### config.mk
export PLATFORM = sky130hd
export DESIGN_NAME = cplx_delay_line
export DESIGN_NICKNAME = d
export VERILOG_FILES = /design/src/rtl/cplx_dly_pkg.sv /design/src/rtl/cplx_dly_stage.sv /design/src/rtl/cplx_delay_line.sv
export SDC_FILE = /design/constraint.sdc
export NUM_CORES = 2
export LEC_CHECK = 0
export ABC_CLOCK_PERIOD_IN_PS = 31600
export CORE_ASPECT_RATIO = 0.9
export CORE_UTILIZATION = 45
export DETAILED_ROUTE_END_ITERATION = 10
export DONT_BUFFER_PORTS = 1
export SYNTH_ARGS = -nofsm -noshare
export SYNTH_HDL_FRONTEND = slang
export SYNTH_SLANG_ARGS = --single-unit
### constraint.sdc
create_clock -name clk -period 31.6 [get_ports clk]
set_input_delay 3.16 -clock clk [delete_from_list [all_inputs] [get_ports clk]]
set_output_delay 3.16 -clock clk [all_outputs]
set_load 0.02 [all_outputs]
### src/rtl/cplx_dly_pkg.sv
// Shared types and helpers for the complex delay line.
// Depth arithmetic and the stage record layout live here.
package cplx_dly_pkg;

  localparam int DATA_W_DEF = 32;

  // Bits needed to hold a depth value 0..max_d.
  function automatic int depth_w(input int max_d);
    return $clog2(max_d + 1);
  endfunction

  // Effective depth: 0 maps to 1, oversize maps to max_d.
  function automatic int clamp_depth(
    input int sel,
    input int max_d
  );
    if (sel < 1)
      return 1;
    if (sel > max_d)
      return max_d;
    return sel;
  endfunction

  // Stage record at the default width.
  typedef struct packed {
    logic                  valid;
    logic [DATA_W_DEF-1:0] re;
    logic [DATA_W_DEF-1:0] img;
  } stage_t;

endpackage

### src/rtl/cplx_dly_stage.sv
// One delay-line register: payload moves on en,
// valid moves on en and is cleared by flush.
module cplx_dly_stage
  import cplx_dly_pkg::*;
#(
  parameter int W = 2 * DATA_W_DEF
) (
  input  logic         clk,
  input  logic         rst,
  input  logic         en,
  input  logic         flush,
  input  logic         d_valid,
  input  logic [W-1:0] d_data,
  output logic         q_valid,
  output logic [W-1:0] q_data
);

  // Payload shifts on en; flush clears only valid.
  always_ff @(posedge clk or posedge rst) begin
    if (rst) begin
      q_valid <= 1'b0;
      q_data  <= '0;
    end else begin
      if (en)
        q_data <= d_data;
      if (flush)
        q_valid <= 1'b0;
      else if (en)
        q_valid <= d_valid;
    end
  end

endmodule

### src/rtl/cplx_delay_line.sv
// Runtime-depth complex delay line with valid, stall and flush.
// Optional macro CPLX_DLY_CONJ_EN adds a conj sideband bit.
module cplx_delay_line
  import cplx_dly_pkg::*;
#(
  parameter  int DATA_W    = DATA_W_DEF,
  parameter  int MAX_DEPTH = 16,
  parameter  int DEF_DEPTH = 5,
  localparam int DW        = depth_w(MAX_DEPTH)
) (
  input  logic              clk,
  input  logic              rst,
  input  logic              en,
  input  logic              in_valid,
  input  logic [DATA_W-1:0] a_re,
  input  logic [DATA_W-1:0] a_img,
`ifdef CPLX_DLY_CONJ_EN
  input  logic              conj,
`endif
  input  logic [DW-1:0]     depth_sel,
  output logic [DATA_W-1:0] a1_re,
  output logic [DATA_W-1:0] a1_img,
  output logic              out_valid
);

`ifdef CPLX_DLY_CONJ_EN
  localparam int PW = 2 * DATA_W + 1;
`else
  localparam int PW = 2 * DATA_W;
`endif

  logic [DW-1:0]        d_eff;
  logic [DW-1:0]        d_q;
  logic                 flush;
  logic                 st0_flush;
  logic [PW-1:0]        in_data;
  logic [MAX_DEPTH-1:0] tap_v;
  logic [PW-1:0]        tap_d [MAX_DEPTH];
  logic                 sel_v;
  logic [PW-1:0]        sel_d;
  logic [DATA_W-1:0]    sel_re;
  logic [DATA_W-1:0]    sel_img;
  logic [DATA_W-1:0]    out_img;

  assign d_eff =
    DW'(clamp_depth(int'(depth_sel), MAX_DEPTH));
  assign flush = (d_eff != d_q);

  // With en high the first stage still takes in_valid.
  assign st0_flush = flush & ~en;

`ifdef CPLX_DLY_CONJ_EN
  assign in_data = {conj, a_re, a_img};
`else
  assign in_data = {a_re, a_img};
`endif

  assign tap_v[0] = in_valid;
  assign tap_d[0] = in_data;

  for (genvar k = 1; k < MAX_DEPTH; k++) begin : g_stage
    cplx_dly_stage #(
      .W (PW)
    ) u_stage (
      .clk     (clk),
      .rst     (rst),
      .en      (en),
      .flush   (k == 1 ? st0_flush : flush),
      .d_valid (tap_v[k-1]),
      .d_data  (tap_d[k-1]),
      .q_valid (tap_v[k]),
      .q_data  (tap_d[k])
    );
  end

  // Pick tap[D-1] for the output register.
  always_comb begin
    sel_v = tap_v[0];
    sel_d = tap_d[0];
    for (int k = 1; k < MAX_DEPTH; k++) begin
      if (int'(d_eff) == k + 1) begin
        sel_v = tap_v[k];
        sel_d = tap_d[k];
      end
    end
  end

  assign sel_re  = sel_d[2*DATA_W-1:DATA_W];
  assign sel_img = sel_d[DATA_W-1:0];

  // Conjugate on the way out; most-negative wraps.
`ifdef CPLX_DLY_CONJ_EN
  assign out_img = sel_d[PW-1] ? DATA_W'(0) - sel_img
                               : sel_img;
`else
  assign out_img = sel_img;
`endif

  // Output register, depth tracking and flush of out_valid.
  always_ff @(posedge clk or posedge rst) begin
    if (rst) begin
      a1_re     <= '0;
      a1_img    <= '0;
      out_valid <= 1'b0;
      d_q       <= DW'(DEF_DEPTH);
    end else begin
      d_q <= d_eff;
      if (en) begin
        a1_re  <= sel_re;
        a1_img <= out_img;
      end
      if (flush)
        out_valid <= 1'b0;
      else if (en)
        out_valid <= sel_v;
    end
  end

endmodule

==> metrics.cfg <==
[floorplanning]
start_util_pct=45.65
die_y_um=316.2
dieArea_sq_um=111000
die_x_um=351.1
ioPinCount=138
rows=114
core_sq_um=108100

[worst_setup_path]
reg2regPathDepth=4
slowest_delay_ns=0.88
critPathMaxFanout=252
cp.required_ns=32.14
crit_path_cell_trace=buf_16, buf_16, buf_16, nand2b_2, buf_4, a31oi_1, o21ai_0, a221oi_1, a21oi_1
slowest_stage=buf_16
cp-start-kind=primary input
endpoint_kind=register
crit_arrival_ns=7.77
worst-setup-path-type=in -> reg
cpMostUsedCell=buf_16

[routing]
wire_per_inst_um=25.81
dr.pass1.iters=7
ant_nets=0
vias=33100
drcViolationCount=0
vias_per_cell=6.109
drt_iter0_drc=2535
drt_wl_total_um=139800

[layout]
fin_area_sq_um=53890
fill_cells=9671
area_growth_pct=9.185
nets=3937
drive_above_1_share_pct=30.83

[min_path]
hold_class=reg -> reg
hold_path_depth=1

[grt]
grt_overflow=0
grt_pass1_wl_um=212100
grt_pass1_vias=32950
grtUsageTotal_pct=25.23
antenna_found_initial=12
grt_max_degree=1161

[clock_network]
cts_resized=0
clk-insertion-delay-late_ns=0.68
h-tree-depth=3
cts_tree=built
clockRootBuffer=clkbuf_16
cts_inserted_buffers=105
cts_buffer_depth=3
holdBufCountCts=0
clock_sinks=1045
post-cts-setup-buffers=0
clkTransAtPathRegs_ns=0.06

[timing]
slew_headroom_pct=14.21
hold_viol_final=0
tightest_slew_ns=1.287
finalWorstSetupSlack_ns=24.37
setup_viol=0
holdWs_ns=0.4969
setup_tns_ns=0
rsz0062_at_grt=false
fin_crit_sh_pct=22.90
max_freq_mhz=138.2
fin_crit_ns=7.235
drv_slew=0
skew_ns=0.01067

[placed_design]
gp_routability_congestion=0.8052
port-buffer-count=0
hpwl_um=77690
dpl_cell_area_sq_um=50170
dp_slack_ns=23.82

[run]
drv_cap=0

[logic_synthesis]
yosys_register_bits=1045
synthMuxAreaShare_pct=23.39
synth_fa_ha_area_share_pct=0
synth-compound-area-share_pct=14.58
synth_ff_type=dfrtp_1
synth_cell_type_count=73
syn_nets=4130
ys_seq_area_share_pct=52.99
synth_top_family_by_area=multiplexers
syn_avg_cell_area_sq_um=12.17
yosys.area_share.simple_pct=5.549
yosysWarnings=0
synth_area_sq_um=49350
netlist_instances=4057
synth-edff-count=0
synthArstFlopShare_pct=100.0
synthXorXnorAreaFrac_pct=0.03549

[pwr]
vdd_ir_drop_max_uv=50.28
power_mw=4.266
power.density_nw_per_um2=79.16
total_leakage_power_nw=22.08

[status]
status=finished, final reports clean

==> cell usage after synthesis (all sizes together) (12+ instances only) <==
library cell,count,area (sq um)
a211o,24,210.2
a211oi,65,488.0
a21oi,126,630.6
a221o,21,210.2
a221oi,70,613.1
a22o,14,122.6
a22oi,35,262.8
a2bb2oi,22,192.7
a31oi,70,437.9
a41o,12,120.1
buf,114,576.8
clkbuf,240,900.9
dfrtp,1043,26100
inv,61,229.0
mux2,942,10610
mux2i,80,800.8
nand2,114,432.9
nand2b,45,281.5
nand3,41,210.2
nand3b,46,345.3
nor2,162,628.1
nor2b,20,125.1
nor3,39,195.2
nor3b,24,191.4
o2111ai,26,227.7
o211a,13,130.1
o211ai,38,285.3
o21a,22,165.2
o21ai,277,1386
o21bai,20,150.1
o221a,17,191.4
o22a,32,280.3
o31ai,21,157.7
o32ai,50,437.9
or3,24,150.1
==> layer usage <==
layer	global-route usage [%]	up-vias	part of all wire (%)
met5	0	-	0
met4	11.16	0	4.3
li1	-	14810	-
met1	33.18	17300	42
met2	41.86	747	49
met3	3.221	242	4.8
==> stage by stage <==
stage	instances	utilization, %
6_report	5417	49.84
5_1_grt	5416	49.84
2_1_floorplan	4057	-
4_1_cts	5393	49.67
3_5_place_dp	5202	46.40
3_3_place_gp	5202	46.40
==> cell usage in the layout, fill, tap and decap left out, types with 44 or more instances in the layout <==
master | synthesis | layout
nor2_1 | 158 | 155
nand2_1 | 112 | 111
mux2_2 | 942 | 942
nand3b_1 | 46 | 46
mux2i_1 | 80 | 80
o21ai_0 | 276 | 275
o32ai_1 | 50 | 50
inv_1 | 61 | 59
clkbuf_16 | 0 | 109
dfrtp_1 | 1043 | 1043
a221oi_1 | 70 | 70
nand2b_1 | 45 | 44
a31oi_1 | 70 | 70
buf_4 | 12 | 47
a211oi_1 | 65 | 65
a21oi_1 | 126 | 125
==> critical path: cells and delay by family <==
kind | cells | cell delay (ns)
buffers and inverters | 4 | 2.82
AOI/OAI and AO/OA | 4 | 0.83
and+or+nand+nor | 1 | 0.62
==> area by class of cell <==
cell class,count,area [sq um],share of cell area [%]
diodes,19,47.55,0.08823
clock buffers,154,3077,5.709
clock inverters,37,459.2,0.8521
inverters,61,232.7,0.4319
multi-input cells,2597,21570,40.04
flip-flops and latches,1045,26150,48.53
well taps,1450,1814,3.367
repair buffers,54,530.5,0.9845
==> final timing paths <==
path	to	slack (ns)	startpoint
max	a1_img[13]	24.37	en
min	g_stage[15].u_stage.q_data[21]	0.50	g_stage[15].u_stage.q_data[21]
max reg2reg	a1_img[19]	29.60	g_stage[2].u_stage.q_data[19]
min reg2reg	g_stage[15].u_stage.q_data[21]	0.50	g_stage[15].u_stage.q_data[21]
max in group asynchronous	g_stage[11].u_stage.q_data[6]	24.73	rst
min in group asynchronous	g_stage[7].u_stage.q_data[52]	2.34	rst
==> registers in the layout, indices dropped and copies added, names as in the netlist <==
register / flops
g_stage.u_stage.q_data: 960
a1_re: 32
g_stage.u_stage.q_valid: 15
out_valid: 1
d_q: 5
a1_img: 32
==> report_power, final <==
| group | switching (mW) | internal [mW] |
|---|---|---|
| clock network | 0.539 | 0.754 |
| registers | 0.400 | 1.81 |
| logic | 0.293 | 0.470 |
| total | 1.23 | 3.03 |
==> kinds of logic (layout without fill, tap and decap cells) <==
| logic type | after synthesis | count (layout) |
|---|---|---|
| AOI/OAI and AO/OA | 1032 | 1032 |
| xor gates and xnor gates | 2 | 2 |
| buffers and inverters | 415 | 306 |
| DFF | 1045 | 1045 |
| muxes | 1028 | 1028 |
| other | 0 | 19 |
| and+or+nand+nor | 535 | 535 |
No activity file was read; power rests on OpenSTA's default activity.
